## config.mk

```make
export PLATFORM = sky130hd
export DESIGN_NAME = sram_arb_ctrl_flat
export DESIGN_NICKNAME = d
export VERILOG_FILES = /design/src/rtl/sram_arb_ctrl_if.sv /design/src/rtl/sram_arb_ctrl.sv /design/src/flat_wrapper.sv
export SDC_FILE = /design/constraint.sdc
export NUM_CORES = 1
export LEC_CHECK = 0
export BUFFER_PORTS_ARGS = -buffer_cell sky130_fd_sc_hd__clkbuf_2
export CORE_ASPECT_RATIO = 1.75
export CORE_MARGIN = 10
export CORE_UTILIZATION = 42
export CTS_BUF_LIST = sky130_fd_sc_hd__clkbuf_4
export DETAILED_ROUTE_END_ITERATION = 6
export PLACE_DENSITY = 0.76
export SLEW_MARGIN = 0
export SYNTH_ARGS = -nofsm -noshare
export SYNTH_HDL_FRONTEND = slang
export SYNTH_SLANG_ARGS = --single-unit
```

## constraint.sdc

```tcl
create_clock -name clk -period 2 [get_ports clk]
set_clock_uncertainty 0.15 [all_clocks]
set_input_delay 0.2 -clock clk [delete_from_list [all_inputs] [get_ports clk]]
set_output_delay 0.2 -clock clk [all_outputs]
set_load 0.01 [all_outputs]
```

## src/rtl/sram_arb_ctrl_if.sv

```systemverilog
// Requester-side bundle of sram_arb_ctrl: two request ports plus shared read data and busy.
// Requesters use the master modport; the controller uses the slave modport.
interface sram_arb_ctrl_if;
  logic        req0;
  logic        req1;
  logic        wr0;
  logic        wr1;
  logic [14:0] addr0;
  logic [14:0] addr1;
  logic [7:0]  wdata0;
  logic [7:0]  wdata1;
  logic        done0;
  logic        done1;
  logic [7:0]  rdata;
  logic        busy;

  modport master (
    output req0, req1, wr0, wr1, addr0, addr1, wdata0, wdata1,
    input  done0, done1, rdata, busy
  );

  modport slave (
    input  req0, req1, wr0, wr1, addr0, addr1, wdata0, wdata1,
    output done0, done1, rdata, busy
  );
endinterface

```

## src/rtl/sram_arb_ctrl.sv

```systemverilog
// Two-port arbiter and access sequencer for an asynchronous 32Kx8 SRAM (IDLE/SETUP/STROBE/HOLD).
// Define SRAM_ARB_CTRL_RR_EN for round-robin arbitration; otherwise port 0 has fixed priority.
module sram_arb_ctrl #(
  parameter int unsigned WAIT = 2
) (
  input  logic           clk,
  input  logic           rst_n,
  sram_arb_ctrl_if.slave bus,
  output logic [14:0]    sram_a,
  output logic           sram_ce_n,
  output logic           sram_we_n,
  output logic           sram_oe_n,
  output logic [7:0]     sram_dout,
  input  logic [7:0]     sram_din
);

  typedef enum logic [1:0] {StIdle, StSetup, StStrobe, StHold} state_e;

  state_e      state_q, state_d;
  logic [3:0]  cnt_q, cnt_d;
  logic        gnt_q, gnt_d;
  logic        wr_q, wr_d;
  logic [14:0] addr_q, addr_d;
  logic [7:0]  wdata_q, wdata_d;
  logic [7:0]  rdata_q, rdata_d;
  logic        pick;

`ifdef SRAM_ARB_CTRL_RR_EN
  logic last_q, last_d;

  // On a tie the port that was not served last wins.
  always_comb begin
    pick = (bus.req0 && bus.req1) ? ~last_q : ~bus.req0;
  end
`else
  assign pick = ~bus.req0;
`endif

  always_comb begin
    state_d = state_q;
    cnt_d   = cnt_q;
    gnt_d   = gnt_q;
    wr_d    = wr_q;
    addr_d  = addr_q;
    wdata_d = wdata_q;
    rdata_d = rdata_q;
`ifdef SRAM_ARB_CTRL_RR_EN
    last_d  = last_q;
`endif
    unique case (state_q)
      StIdle: begin
        if (bus.req0 || bus.req1) begin
          state_d = StSetup;
          gnt_d   = pick;
          wr_d    = pick ? bus.wr1 : bus.wr0;
          addr_d  = pick ? bus.addr1 : bus.addr0;
          wdata_d = pick ? bus.wdata1 : bus.wdata0;
`ifdef SRAM_ARB_CTRL_RR_EN
          last_d  = pick;
`endif
        end
      end
      StSetup: begin
        state_d = StStrobe;
        cnt_d   = 4'(WAIT - 1);
      end
      StStrobe: begin
        if (cnt_q == 4'd0) begin
          state_d = StHold;
          if (!wr_q) rdata_d = sram_din;
        end else begin
          cnt_d = cnt_q - 4'd1;
        end
      end
      StHold: state_d = StIdle;
      default: state_d = StIdle;
    endcase
  end

  // Strobes decode straight from the state register so reset deasserts them without a clock.
  always_comb begin
    sram_ce_n = 1'b1;
    sram_we_n = 1'b1;
    sram_oe_n = 1'b1;
    bus.done0 = 1'b0;
    bus.done1 = 1'b0;
    unique case (state_q)
      StSetup: sram_we_n = ~wr_q;
      StStrobe: begin
        sram_ce_n = 1'b0;
        sram_we_n = ~wr_q;
        sram_oe_n = wr_q;
      end
      StHold: begin
        sram_we_n = ~wr_q;
        bus.done0 = ~gnt_q;
        bus.done1 = gnt_q;
      end
      default: ;
    endcase
  end

  assign bus.busy  = (state_q != StIdle);
  assign bus.rdata = rdata_q;
  assign sram_a    = addr_q;
  assign sram_dout = wdata_q;

  always_ff @(posedge clk or negedge rst_n) begin
    if (!rst_n) begin
      state_q <= StIdle;
      cnt_q   <= 4'd0;
      gnt_q   <= 1'b0;
      wr_q    <= 1'b0;
      addr_q  <= 15'd0;
      wdata_q <= 8'd0;
      rdata_q <= 8'd0;
    end else begin
      state_q <= state_d;
      cnt_q   <= cnt_d;
      gnt_q   <= gnt_d;
      wr_q    <= wr_d;
      addr_q  <= addr_d;
      wdata_q <= wdata_d;
      rdata_q <= rdata_d;
    end
  end

`ifdef SRAM_ARB_CTRL_RR_EN
  always_ff @(posedge clk or negedge rst_n) begin
    if (!rst_n) last_q <= 1'b1;
    else        last_q <= last_d;
  end
`endif

endmodule

```

## src/flat_wrapper.sv

```systemverilog
// flat-port wrapper written by rule: the top's interface ports become plain ports
module sram_arb_ctrl_flat 
#(
  parameter int unsigned WAIT = 2
)
  (clk, rst_n, sram_a, sram_ce_n, sram_we_n, sram_oe_n, sram_dout, sram_din, bus_req0, bus_req1, bus_wr0, bus_wr1, bus_addr0, bus_addr1, bus_wdata0, bus_wdata1, bus_done0, bus_done1, bus_rdata, bus_busy);
  sram_arb_ctrl_if bus_i ();
  input  logic clk;
  input  logic rst_n;
  output logic [14:0] sram_a;
  output logic sram_ce_n;
  output logic sram_we_n;
  output logic sram_oe_n;
  output logic [7:0] sram_dout;
  input  logic [7:0] sram_din;
  input wire logic [$bits(bus_i.req0)-1:0] bus_req0;
  input wire logic [$bits(bus_i.req1)-1:0] bus_req1;
  input wire logic [$bits(bus_i.wr0)-1:0] bus_wr0;
  input wire logic [$bits(bus_i.wr1)-1:0] bus_wr1;
  input wire logic [$bits(bus_i.addr0)-1:0] bus_addr0;
  input wire logic [$bits(bus_i.addr1)-1:0] bus_addr1;
  input wire logic [$bits(bus_i.wdata0)-1:0] bus_wdata0;
  input wire logic [$bits(bus_i.wdata1)-1:0] bus_wdata1;
  output wire logic [$bits(bus_i.done0)-1:0] bus_done0;
  output wire logic [$bits(bus_i.done1)-1:0] bus_done1;
  output wire logic [$bits(bus_i.rdata)-1:0] bus_rdata;
  output wire logic [$bits(bus_i.busy)-1:0] bus_busy;
  assign bus_i.req0 = bus_req0;
  assign bus_i.req1 = bus_req1;
  assign bus_i.wr0 = bus_wr0;
  assign bus_i.wr1 = bus_wr1;
  assign bus_i.addr0 = bus_addr0;
  assign bus_i.addr1 = bus_addr1;
  assign bus_i.wdata0 = bus_wdata0;
  assign bus_i.wdata1 = bus_wdata1;
  assign bus_done0 = bus_i.done0;
  assign bus_done1 = bus_i.done1;
  assign bus_rdata = bus_i.rdata;
  assign bus_busy = bus_i.busy;
  sram_arb_ctrl #(.WAIT(WAIT)) u_core (.clk(clk), .rst_n(rst_n), .bus(bus_i), .sram_a(sram_a), .sram_ce_n(sram_ce_n), .sram_we_n(sram_we_n), .sram_oe_n(sram_oe_n), .sram_dout(sram_dout), .sram_din(sram_din));
endmodule
```

* After elaboration in Yosys (flattened, before gate mapping)
Index checks and enable logic that the tools add are counted.
** Word-level totals
- ROM bits :: 0
- Bits in writable memories :: 0
- Register bits :: 39
- Input bits :: 60
- Word-level logic and storage cells :: 40
- Memories :: 0
- Bits in latches :: 0
** Cells by class
- Equal/unequal tests :: 6
- Multiplexer cells :: 13
- Bitwise operators :: 3
- Div/mod/pow operators :: 0
- Reduce and logical (&&, ||, !) cells :: 10
- Shift operators :: 0
- Multiply operators :: 0
- Add/sub/neg operators :: 1
- Order comparisons :: 0
** Operators with widths (number)
- $mux W15 :: 1
- $mux W8 :: 1
- $pmux W2 S4 :: 1
- $pmux W4 S2 :: 1
- $mux W1 :: 6
- $reduce_and A2 Y1 :: 3
- $eq A2 B2 Y1 const B :: 2
- $logic_not A4 Y1 :: 1
- $mux W2 :: 2
- $mux W4 :: 1
- $ne A2 B1 Y1 const B :: 2
- $reduce_bool A2 Y1 :: 2
- $sub A4 B1 Y4 const B :: 1
- $not A1 Y1 :: 3
- $reduce_and A3 Y1 :: 1
- $reduce_or A3 Y1 :: 1
- $eq A2 B1 Y1 const B :: 1
- $logic_not A2 Y1 :: 1
- $ne A2 B2 Y1 const B :: 1
- $logic_or A1 B1 Y1 :: 1

* Depth between registers and ports, before layout
- Depth in word-level cells :: 3
- Mapped depth :: 6

* Worst setup path before layout
No wires, ideal clock.
- Kind :: register -> register
- From :: reg u_core.cnt_q[0]
- To :: reg u_core.rdata_q[0], in the netlist u_core.bus.rdata[0]
- Clock period less this slack :: 1.881 ns
- Stages on the path, launching flop included :: 7
- Library setup time :: 0.125 ns
- Arrival time :: 1.605 ns
- Buffers on the path :: 1
- Data required time :: 1.725 ns
- Path slack :: 0.119 ns
- Path through :: dfrtp_1 -> inv_1 -> ha_1 -> or3b_4 -> or2_1 -> buf_6 -> mux2_4
** On the way
- Longest elaborated chain between the ends :: 2
** RTL lines
- start, declared :: line sram_arb_ctrl.sv:20 : logic [3:0] cnt_q, cnt_d;
- start signal, assigned :: line sram_arb_ctrl.sv:119 : cnt_q <= cnt_d;
- $logic_not A4 Y1 :: line sram_arb_ctrl.sv:68 : if (cnt_q == 4'd0) begin
- $reduce_and A3 Y1 (no source line)
- end signal, assigned :: line sram_arb_ctrl.sv:124 : rdata_q <= rdata_d;
- end, declared :: line sram_arb_ctrl.sv:25 : logic [7:0] rdata_q, rdata_d;
No other way between the ends.
A chain may end at the register's enable or synchronous reset.

* Worst setup path after layout
- From :: reg u_core.cnt_q[0]
- To :: reg u_core.state_q[1]
** On the way
- Longest elaborated chain between the ends :: 3
** RTL lines
- $logic_not A4 Y1 :: line sram_arb_ctrl.sv:68
- $ne A2 B1 Y1 (no source line)
- $reduce_and A2 Y1 (no source line)
- end signal, assigned :: line sram_arb_ctrl.sv:110 : state_q <= StIdle;
- end signal, assigned :: line sram_arb_ctrl.sv:118 : state_q <= state_d;
- end, declared :: line sram_arb_ctrl.sv:19 : state_e state_q, state_d;
No other way between the ends.

==> flow_summary.rst <==
.. list-table::
   :header-rows: 1

   * - Metric
     - Value
   * - Synthesized cell area
     - around 1900 µm²
   * - Total via count after detailed routing
     - around 1700
   * - Distinct cell type count after synthesis
     - 25
   * - Flop-to-flop setup slack
     - between 80 and 90 ps
   * - Crit-path cells
     - inv_2 -> ha_1 -> or3b_4 -> buf_4 -> a21oi_2 -> mux2_2
   * - Pin count of the biggest net entering global routing
     - 51
   * - Max_cap viols
     - 0
   * - Weighted congestion reported at the end of routability-driven placement
     - roughly 0.70
   * - Destination of the worst register-to-register timing path
     - u_core.state_q[1]
   * - Wire length of the first global-routing pass
     - 9140 µm
   * - Row count
     - 32
   * - Setup repair after global routing missed its margin
     - false
   * - Clock input transition at the sequential cells of the worst setup and hold paths
     - 120 ps
   * - CTS tree
     - built
   * - Number of buffers created by CTS
     - 5
   * - Critical Path Max Stage Delay
     - 410 ps
   * - Post-route minimum period
     - about 1900 ps
   * - Synth-to-Final Area Change
     - 54.6%
   * - Vertical extent of the die
     - 108 µm
   * - Post-Route Utilization
     - 0.664
   * - Number of cells traversed by the worst register-to-register path
     - 6
   * - CP endpoint kind
     - flip-flop
   * - Min-delay worst type
     - input port to flip-flop
   * - Clock sink count
     - 39
   * - Required time at the endpoint of the critical path
     - 2090 ps
   * - Overall power
     - 0.00372 W
   * - Total power per unit cell area
     - approximately 1300 nW/µm²
   * - Flip-flop and latch count after synthesis
     - 39
   * - Cell at the root of the clock tree
     - clkbuf_4
   * - Die boundary width
     - a little over 70 µm
   * - Leakage
     - approximately 1.6 nW
   * - Number of antenna violations at the first check in global routing
     - 0
   * - Net count of the finished layout
     - 373
   * - Slowest library cell on the worst path
     - dfrtp_1
   * - Run status
     - completed
   * - Core region area
     - between 4000 and 5000 µm²
   * - Sequential area share after synthesis
     - 0.520
   * - R2r startpoint
     - u_core.cnt_q[0]
   * - WL per Instance
     - ~16 µm
   * - Critical path startpoint
     - u_core.cnt_q[0]
   * - Source-to-sink clock delay at the later pin of the worst-skew pair
     - 340 ps
   * - Number of routed nets with antenna violations
     - 0
   * - Deepest level of the CTS H-tree
     - 2
   * - Number of remaining DRC errors
     - 0
   * - Count of TritonRoute iterations in the first routing pass
     - 4
   * - Vias in the first global route
     - around 1900
   * - Antenna diode count
     - 0
   * - Worst Setup Path Type
     - flip-flop to flip-flop
   * - Total of endpoints with negative setup slack in the final report
     - 0
   * - Max_slew headroom
     - 0.349
   * - Die area
     - around 7600 µm²
   * - Data arrival time at the worst-slack endpoint
     - about 2000 ps
   * - Final HPWL DP
     - 4000 µm
   * - Final Hold Vio Count
     - 0
   * - Mapped Cells
     - 168
   * - Filler Cell Count
     - roughly 340
   * - Actual transition at the worst max-transition pin
     - between 900 and 1000 ps
   * - Post-Syn Nets
     - around 240
   * - DR iter-0 viols
     - 48
   * - Initial core utilization
     - 0.430
   * - Per-instance average area after synthesis
     - 11.2 µm²
   * - Global Route Usage Sum
     - 0.148
   * - Vias per Instance
     - approximately 4.8
   * - Routed Wire Length
     - approximately 5700 µm
   * - Highest net fanout along the worst path
     - 3
   * - Yosys warns
     - 0
   * - Crit path capture
     - u_core.state_q[1]
   * - Achievable clock frequency
     - roughly 520 MHz
   * - Largest voltage drop on the vdd net
     - 956 µV
   * - Fraction of final layout cells sized beyond drive strength 1
     - 0.407
   * - GRT Residual Overflow
     - 0
   * - Number of pins exceeding their max-slew limit in the final report
     - 0
   * - Quantity of I/O buffers inserted on ports
     - 96
   * - IO Pins
     - 97
   * - Max clock buf depth
     - 2
   * - Startpoint type of the worst setup path
     - flip-flop
   * - Share of the clock period used by the worst path after layout
     - 0.955
[flip-flops by register name, summed over array words and instances (netlist names)]
signal            flops
u_core.cnt_q          4
u_core.wr_q           1
u_core.state_q        2
u_core.gnt_q          1
u_core.bus.rdata      8
u_core.sram_a        15
u_core.sram_dout      8
[critical path: cells and delay by family, from the launching register on]
| family | cells | cell delay, ps |
|---|---|---|
| buffers and inverters | 2 | 220 |
| AOI/OAI and AO/OA | 1 | 150 |
| DFF | 1 | 410 |
| adders and majority gates | 1 | 150 |
| muxes | 1 | 340 |
| and+or+nand+nor | 1 | 380 |
[kinds of logic (layout without fill, tap and decap cells)]
kind of cell | after synthesis | count (layout) | synth area share
AOI/OAI and AO/OA | 33 | 33 | 0.0921
xor gates and xnor gates | 1 | 1 | 0.00467
muxes | 35 | 35 | 0.209
adders and majority gates | 7 | 7 | 0.0467
DFF | 39 | 39 | 0.520
and+or+nand+nor | 38 | 38 | 0.0914
buffers and inverters | 15 | 154 | 0.0360
[metrics by stage]
step                      hold slack [ps]  setup TNS, ps  instances  setup slack (ps)  instance area (µm²)
after floorplan                      -246              0        168               119                 1880
after global placement                132              0        311              62.8                 2420
after detailed placement              138           -313        311             -43.6                 2420
after CTS                           0.480              0        357              14.7                 2890
after global routing                 7.77              0        358              18.0                 2900
final                                11.7              0        358              89.4                 2900
[layout make-up]
cell class	count	area, µm²	area share
clock buffers	5	37.5	0.0129
clock inverters	3	43.8	0.0151
inverters	6	22.5	0.00777
multi-input cells	114	850	0.293
flip-flops and latches	39	976	0.337
well taps	51	63.8	0.0220
repair buffers	140	906	0.312
[power by group]
part | switching [W] | internal [W]
Sequential | 0.000233 | 0.00118
Combinational | 0.000919 | 0.000858
Clock | 0.000271 | 0.000263
[cells in the mapped netlist (all sizes together)]
cell type / n / area share
dfrtp: 39 / 0.52
o21ai: 29 / 0.077
nand2: 27 / 0.054
mux2i: 26 / 0.14
mux2: 9 / 0.070
ha: 7 / 0.047
inv: 6 / 0.012
clkbuf: 5 / 0.010
buf: 4 / 0.014
a21oi: 2 / 0.0053
nand2b: 2 / 0.0067
nor2b: 2 / 0.0067
a21o: 1 / 0.0040
and2: 1 / 0.0033
nand3: 1 / 0.0027
nor2: 1 / 0.0020
nor3: 1 / 0.0027
nor3b: 1 / 0.0040
o32a: 1 / 0.0053
or2: 1 / 0.0033
or3b: 1 / 0.0060
xnor2: 1 / 0.0047
[how the worst min path moves through the flow]
stage	from	to	depth (start not counted)
after global placement	rst_n	u_core.gnt_q	2
after global routing	bus_addr0[0]	u_core.sram_a[0]	3
after floorplan	rst_n	u_core.bus.rdata[0]	0
final	bus_addr1[10]	u_core.sram_a[10]	3
after detailed placement	rst_n	u_core.gnt_q	2
after CTS	bus_addr0[0]	u_core.sram_a[0]	3
[timing repair]
item | CTS | global route
hold endpoints to repair | 62 | 0
gates resized for setup | 1 | 3
hold buffers | 38 | 0
setup buffers | 0 | 1
endpoints found under the setup margin | 8 | 1
[cells in the final DEF (no fill, tap or decap), types with 2 or more instances in the layout]
cell,count
clkbuf_4,5
dlygate4sd3_1,38
inv_1,4
inv_2,2
clkbuf_2,96
o21ai_0,28
dfrtp_1,39
mux2i_1,26
buf_4,6
nor2b_1,2
nand2b_1,2
nand2_1,27
mux2_4,8
ha_1,7
[routing by layer]
metal,GRT usage,vias up,routed length [µm]
li1,-,849,-
met1,0.140,786,2000
met2,0.284,64,3180
met3,0.0560,6,443
met4,0.0425,0,57
met5,0,-,0
(Power assumes the default switching activity.)
